===== src/rtl/data_mem_access_unit.sv =====
// rtl/data_mem_access_unit.sv - byte/half/word load-store executor for a word-organised data memory
// Optional wait-request timeout abort is built when DATA_MEM_TIMEOUT_EN is defined.
module data_mem_access_unit #(
   parameter int          MEM_ADDR_WIDTH = 10,
   parameter int unsigned TIMEOUT_CYCLES = 255
) (
   input  logic                      CLK,
   input  logic                      RESET,
   input  logic [3:0]                MAIN_MEM_READ,
   input  logic [2:0]                MAIN_MEM_WRITE,
   input  logic [31:0]               ADDRESS,
   input  logic [31:0]               WRITE_DATA,
   output logic [31:0]               READ_DATA,
   output logic                      BUSYWAIT,
   output logic                      MISALIGNED,
   output logic                      BUS_ERROR,
   output logic                      mem_read,
   output logic                      mem_write,
   output logic [MEM_ADDR_WIDTH-1:0] mem_address,
   output logic [3:0]                mem_byteenable,
   output logic [31:0]               mem_writedata,
   input  logic [31:0]               mem_readdata,
   input  logic                      mem_waitrequest
);
   typedef enum logic [1:0] {S_IDLE, S_ACCESS, S_DONE} state_t;

   state_t      r_state;
   logic        r_is_load;
   logic        r_unsigned;
   logic [1:0]  r_size;
   logic [1:0]  r_addr_lo;

   logic        w_store;
   logic        w_load;
   logic        w_req;
   logic        w_misaligned;
   logic        w_start;
   logic [1:0]  w_size;
   logic [3:0]  w_byteenable;
   logic [31:0] w_writedata;
   logic [7:0]  w_byte;
   logic [15:0] w_half;
   logic [31:0] w_load_data;
   logic        w_unused;

   // A store overrides a simultaneous load; size code 1x means a full word for both.
   assign w_store      = MAIN_MEM_WRITE[2];
   assign w_load       = MAIN_MEM_READ[3] & ~w_store;
   assign w_req        = w_store | w_load;
   assign w_size       = w_store ? MAIN_MEM_WRITE[1:0] : MAIN_MEM_READ[1:0];
   assign w_misaligned = ((w_size == 2'b01) & ADDRESS[0]) | (w_size[1] & (|ADDRESS[1:0]));
   assign w_start      = (r_state == S_IDLE) & w_req & ~w_misaligned;
   assign BUSYWAIT     = w_start | (r_state == S_ACCESS);

   assign w_unused = ^{ADDRESS[31:MEM_ADDR_WIDTH+2], TIMEOUT_CYCLES[0]};

   always_comb begin
      w_byteenable = 4'b1111;
      w_writedata  = WRITE_DATA;
      case (w_size)
         2'b00: begin
            w_byteenable = 4'b0001 << ADDRESS[1:0];
            w_writedata  = {4{WRITE_DATA[7:0]}};
         end
         2'b01: begin
            w_byteenable = ADDRESS[1] ? 4'b1100 : 4'b0011;
            w_writedata  = {2{WRITE_DATA[15:0]}};
         end
         default: ;
      endcase
   end

   assign w_byte = mem_readdata[{r_addr_lo, 3'b000} +: 8];
   assign w_half = r_addr_lo[1] ? mem_readdata[31:16] : mem_readdata[15:0];

   always_comb begin
      w_load_data = mem_readdata;
      case (r_size)
         2'b00:   w_load_data = r_unsigned ? {24'b0, w_byte} : {{24{w_byte[7]}}, w_byte};
         2'b01:   w_load_data = r_unsigned ? {16'b0, w_half} : {{16{w_half[15]}}, w_half};
         default: ;
      endcase
   end

`ifdef DATA_MEM_TIMEOUT_EN
   localparam int CNT_W = (TIMEOUT_CYCLES > 255) ? $clog2(TIMEOUT_CYCLES + 1) : 8;
   logic [CNT_W-1:0] r_wait_cnt;
`else
   assign BUS_ERROR = 1'b0;
`endif

   always_ff @(posedge CLK) begin
      if (RESET) begin
         r_state        <= S_IDLE;
         r_is_load      <= 1'b0;
         r_unsigned     <= 1'b0;
         r_size         <= 2'b00;
         r_addr_lo      <= 2'b00;
         READ_DATA      <= '0;
         MISALIGNED     <= 1'b0;
         mem_read       <= 1'b0;
         mem_write      <= 1'b0;
         mem_address    <= '0;
         mem_byteenable <= '0;
         mem_writedata  <= '0;
`ifdef DATA_MEM_TIMEOUT_EN
         BUS_ERROR      <= 1'b0;
         r_wait_cnt     <= '0;
`endif
      end else begin
         MISALIGNED <= 1'b0;
`ifdef DATA_MEM_TIMEOUT_EN
         BUS_ERROR  <= 1'b0;
`endif
         case (r_state)
            S_IDLE: begin
               MISALIGNED <= w_req & w_misaligned;
               if (w_start) begin
                  mem_read       <= w_load;
                  mem_write      <= w_store;
                  mem_address    <= ADDRESS[MEM_ADDR_WIDTH+1:2];
                  mem_byteenable <= w_byteenable;
                  mem_writedata  <= w_writedata;
                  r_is_load      <= w_load;
                  r_unsigned     <= MAIN_MEM_READ[2];
                  r_size         <= w_size;
                  r_addr_lo      <= ADDRESS[1:0];
`ifdef DATA_MEM_TIMEOUT_EN
                  r_wait_cnt     <= '0;
`endif
                  r_state        <= S_ACCESS;
               end
            end
            S_ACCESS: begin
               if (!mem_waitrequest) begin
                  mem_read  <= 1'b0;
                  mem_write <= 1'b0;
                  if (r_is_load) READ_DATA <= w_load_data;
                  r_state   <= S_DONE;
               end
`ifdef DATA_MEM_TIMEOUT_EN
               else if (r_wait_cnt == CNT_W'(TIMEOUT_CYCLES - 1)) begin
                  mem_read  <= 1'b0;
                  mem_write <= 1'b0;
                  BUS_ERROR <= 1'b1;
                  READ_DATA <= '0;
                  r_state   <= S_DONE;
               end else begin
                  r_wait_cnt <= r_wait_cnt + 1'b1;
               end
`endif
            end
            // Requests still presented during DONE belong to the retiring instruction.
            default: r_state <= S_IDLE;
         endcase
      end
   end
endmodule


===== config.mk =====
export PLATFORM = sky130hd
export DESIGN_NAME = data_mem_access_unit
export DESIGN_NICKNAME = d
export VERILOG_FILES = /design/src/rtl/data_mem_access_unit.sv
export SDC_FILE = /design/constraint.sdc
export NUM_CORES = 1
export LEC_CHECK = 0
export ABC_CLOCK_PERIOD_IN_PS = 3250
export CELL_PAD_IN_SITES_DETAIL_PLACEMENT = 1
export CELL_PAD_IN_SITES_GLOBAL_PLACEMENT = 1
export CORE_MARGIN = 10
export CORE_UTILIZATION = 32
export DETAILED_ROUTE_END_ITERATION = 6
export PLACE_DENSITY_LB_ADDON = 0.2
export SLEW_MARGIN = 30
export SYNTH_ARGS = -nofsm -noshare
export SYNTH_HDL_FRONTEND = slang
export SYNTH_SLANG_ARGS = --single-unit
export TNS_END_PERCENT = 30

===== constraint.sdc =====
create_clock -name CLK -period 3.25 [get_ports CLK]
set_input_delay 0.4875 -clock CLK [delete_from_list [all_inputs] [get_ports CLK]]
set_output_delay 0.4875 -clock CLK [all_outputs]
set_load 0.005 [all_outputs]

# ---- Word level (Yosys, flattened, before mapping)
# Cells that the tools add are included.
dict set report word_totals {
  in_bits 106
  register_bits 89
  elab_cells 58
  out_inout_bits 83
}
dict set report classes {
  shift 2
  eq_ne 5
  n_reduce_logical 10
  bitwise 13
  muxes 16
}
# op count
set ops {}
lappend ops {{32-bit one-hot mux with 2 select lines} 2}
lappend ops {{32-bit two-way mux} 2}
lappend ops {{32-bit by 6-bit variable part select with 8-bit output} 1}
lappend ops {{16-bit two-way mux} 1}
lappend ops {{4-bit one-hot mux with 2 select lines} 1}
lappend ops {{1-bit AND} 6}
lappend ops {{2-bit by 1-bit equality test with 1-bit output, second input constant} 3}
lappend ops {{2-bit logical NOT} 3}
lappend ops {{2-bit two-way mux} 3}
lappend ops {{3-bit AND reduction} 2}
lappend ops {{4-bit two-way mux} 1}
lappend ops {{2-bit != test, second input constant} 2}
lappend ops {{1-bit NOT} 4}
lappend ops {{1-bit one-hot mux with 2 select lines} 2}
lappend ops {{2-bit one-hot mux with 2 select lines} 1}
lappend ops {{2-bit AND reduction} 2}
lappend ops {{2-bit OR reduction} 2}
lappend ops {{1-bit by 2-bit left shift with 4-bit output, first input constant} 1}
lappend ops {{1-bit two-way mux} 3}
lappend ops {{1-bit OR} 3}
lappend ops {{2-bit nonzero test} 1}

# ---- Longest topological paths before layout
dict set report depth {
  word_depth 8
  mapped_depth 7
  depth_no_buf 4
}

# ---- Least setup slack after synthesis
# Ideal clock, no wire load.
dict set report synth_path {
  path_type {input-to-output}
  startpoint {in MAIN_MEM_WRITE[2]}
  endpoint {out BUSYWAIT}
  required_time_ns 2.762
  arrival_ns 1.758
  slack_ns 1.005
  path_buffers 2
  stages 6
  path_cell_list {buf_6 -> mux2_4 -> a2111oi_4 -> clkbuf_1 -> nor2_1 -> nand2_1}
}
dict set report synth_via {
  elab_chain_len 7
  elab_cells_between_ends 12
  classes_between {eq/ne (1); mux (1); bitwise (10)}
}
# item line
set synth_rtl {}
lappend synth_rtl {{start, declared} 10} ;# input logic [2:0] MAIN_MEM_WRITE,
lappend synth_rtl {{2-bit two-way mux} 50} ;# assign w_size = w_store ? MAIN_MEM_WRITE[1:0] : MAIN_MEM_READ[1:0];
lappend synth_rtl {{2-bit by 1-bit equality test with 1-bit output} 51} ;# assign w_misaligned = ((w_size == 2'b01) & ADDRESS[0]) | (w_size[1] & (|ADDRESS[1:0]));
lappend synth_rtl {{1-bit AND} 51}
lappend synth_rtl {{1-bit OR} 51}
lappend synth_rtl {{1-bit NOT} 52} ;# assign w_start = (r_state == S_IDLE) & w_req & ~w_misaligned;
lappend synth_rtl {{1-bit AND (*)} 52}
lappend synth_rtl {{1-bit OR (*)} 53} ;# assign BUSYWAIT = w_start | (r_state == S_ACCESS);
lappend synth_rtl {{end, declared} 14} ;# output logic BUSYWAIT,
# Mark *: on every way between the ends. The rest lies on a longest branch, timed or not.

# ---- Worst setup path in the final report
# Same ends and word-level chain as after synthesis.

==> impl_metrics.yaml <==
place:
  dpl.cell_count: 801
  dp_hpwl_um: 12200
  place.gp.congestion: 0.838
  io_buffers: 167
sta:
  slew_viol_final: 0
  slew_headroom_pct: 49.3
  rsz0062_at_grt: "false"
  tightest_slew_ps: 759
  setup_viol: 0
  fin_skew_ps: 3.05
  finalHoldViolCount: 0
  min_period_ps: 3080
  final.period_utilization_pct: 94.9
  finalSetupTns_ps: 0
  fmax_ghz: 0.324
detailed_routing:
  ant_nets: 0
  drt_iter0_markers: 247
  routedWlPerCell_um: 20.4
  drc: 0
  num_vias: 4402
  routed_wl_um: 16700
  drt_pass1_iterations: 4
  viasPerCell: 5.39
clock_network:
  cts-hold-fix-buffers: 0
  htree_levels: 3
  cts-resized-gates: 0
  ctsRootBufferMaster: "clkbuf_16"
  clock-sinks: 89
  ctsLongestPathBuffers: 2
  cts.clk_slew.worst_paths_ps: 60
  cts_setup_buffers: 0
  cts_tree: "yes"
  cts_inserted_buffers: 9
  clk_latency_ps: 340
grt:
  grt_pass1_wl_um: 26600
  overflow: 0
  grt_max_degree: 52
  antenna_found_initial: 0
  grt_pass1_vias: 4786
  grt_usage_pct: 18.2
final_layout:
  final_cell_mix: "clkdlybuf4s50_1 (166), dfxtp_1 (89), nand2_1 (61), o21ai_0 (56), a21oi_1 (52)"
  area_delta_synth_final_pct: 49.9
  drive_gt1_share_pct: 8.89
  final_common_cell: "clkdlybuf4s50_1"
  antennaDiodeCount: 0
  instances_no_fill: 817
  nNetsFinal: 742
  fillers: 1526
synth:
  synth-simple-area-share_pct: 17.7
  synth-compound-area-share_pct: 26.4
  synthTopCellsByArea: "dfxtp_1 (42%), o21ai_0 (6.6%), a21oi_1 (6.1%)"
  synth_xor_area_share_pct: 0
  synth_fa_ha_area_share_pct: 0
  syn_area_per_cell_sq_um: 8.71
  syn_area_sq_um: 4260
  ys_seq_elements: 89
  mappedNetlistNets: 595
  yosysSeqAreaShare_pct: 41.8
  synth_cell_types: 49
  synth.area.mux_share_pct: 8.35
  synth_top_family_by_area: "compound AO/OA/AOI/OAI gates"
  syn_inst: 489
  synth_top_cell_by_area: "dfxtp_1"
  synth_top_area_share_pct: 41.8
  ys_warn_count: 0
critical_path:
  cp_max_fo: 6
  crit_type: "input pin to output pin"
  reg2reg_slack_ps: 890
  cp-end-kind: "output pin"
  worstSetupStartpoint: "MAIN_MEM_WRITE[2]"
  timing.rr.start: "r_state[1]"
  endpoint: "BUSYWAIT"
  reg2reg_to: "mem_writedata[30]"
  worstPathArrival_ps: 2600
  worstSetupStartpointType: "input pin"
  cp.required_ps: 2760
  worstRegToRegCells: 5
floorplanning:
  die_x_um: 135
  start_util_pct: 32.4
  pin_count: 189
  core_area_sq_um: 13100
  die_h_um: 135
  fp-row-count: 42
  die_area_sq_um: 18300
power:
  vdd_drop_max_uv: 222
  combPwrFrac_pct: 22.9
  switching_share_pct: 26.7
  leakagePower_nw: 2.18
  p_int_w: 0.00220
  powerDensity_nw_per_um2: 470
  p_switching_w: 0.000801
  pwr-share-clk_pct: 36.7
  seqPwrFrac_pct: 40.4
worst_hold_path:
  holdCritPathClass: "flip-flop to flip-flop"
  hp-start: "mem_address[5]"
run:
  drv_cap: 0
outcome:
  status: "finished clean"
metal layers:
metal	track usage, %	routed length [um]
met5	0	0
met4	5.80	257
met3	6.23	1370
met2	29.4	7980
met1	22.3	7080
power by group through the flow:
stage / clock, W / combinational, W / sequential, W
2_1_floorplan: 0 / 0.000333 / 0.00123
3_3_place_gp: 0 / 0.000675 / 0.00123
3_5_place_dp: 0 / 0.000693 / 0.00124
4_1_cts: 0.00113 / 0.000698 / 0.00121
5_1_grt: 0.00118 / 0.000751 / 0.00122
6_report: 0.00110 / 0.000687 / 0.00121
area by class of cell:
cell class	instances	area, sq um	area share [%]
clock buffer	13	240	3.76
clock inverter	3	65.1	1.02
inverter	3	11.3	0.176
multi-input combinational	350	2260	35.5
sequential	89	1780	27.9
tap	176	220	3.45
timing repair buffer	183	1800	28.2
cell usage after synthesis (all sizes together):
cell type and instances:
a2111o 1, a2111oi 2, a211o 1, a211oi 19
a21o 1, a21oi 52, a221oi 1, a22oi 1
a311o 1, a311oi 18, a31o 1, a31oi 1
and2 1, and3 1, buf 18, clkbuf 29
conb 1, dfxtp 89, inv 3, mux2 1
mux2i 16, mux4 8, nand2 61, nand2b 4
nand3 22, nand3b 8, nor2 15, nor2b 11
nor3 24, nor3b 1, nor4b 1, nor4bb 1
o211ai 1, o21a 1, o21ai 58, o22ai 1
o31ai 1, o32ai 7, or2 1, or3 4
or3b 1
logic make-up (layout without fill, tap and decap cells):
logic type | Yosys count | after routing
AO/OA/AOI/OAI | 168 | 168
AND/OR/NAND/NOR | 156 | 156
flip-flops | 89 | 89
buffers and inverters | 50 | 202
multiplexers | 25 | 25
other | 1 | 1
through the flow:
stage	hold slack (ps)	instance area (sq um)	total power, W	util [%]	setup slack (ps)
after CTS	470	6380	0.00304	48.6	155
after floorplan	455	4260	0.00156	-	1000
after global routing	490	6380	0.00316	48.6	46.0
after global placement	454	6080	0.00191	46.3	193
after detailed placement	463	6080	0.00193	46.3	77.4
final	466	6380	0.00300	48.6	165
critical path, cell delays in order:
cell	delay (ps)
clkdlybuf4s50_1	550
buf_4	210
nor2_1	470
a2111oi_4	110
nor2_1	190
nand2_1	90
clkdlybuf4s50_1	480
worst min-delay path by stage:
stage,slack (ps),cells past startpoint,to
6_report,470,2,mem_address[5]
5_1_grt,490,2,mem_address[5]
4_1_cts,470,2,mem_address[5]
3_5_place_dp,460,2,mem_address[6]
3_3_place_gp,450,2,mem_address[7]
2_1_floorplan,460,2,r_unsigned
registers in the layout, summed over array words and instances (netlist names):
| register | flops |
|---|---|
| r_size | 2 |
| MISALIGNED | 1 |
| mem_write | 1 |
| mem_read | 1 |
| READ_DATA | 32 |
| r_is_load | 1 |
| mem_byteenable | 4 |
| r_unsigned | 1 |
| mem_writedata | 32 |
| mem_address | 10 |
| r_addr_lo | 2 |
| r_state | 2 |
(Power assumes the default switching activity.)
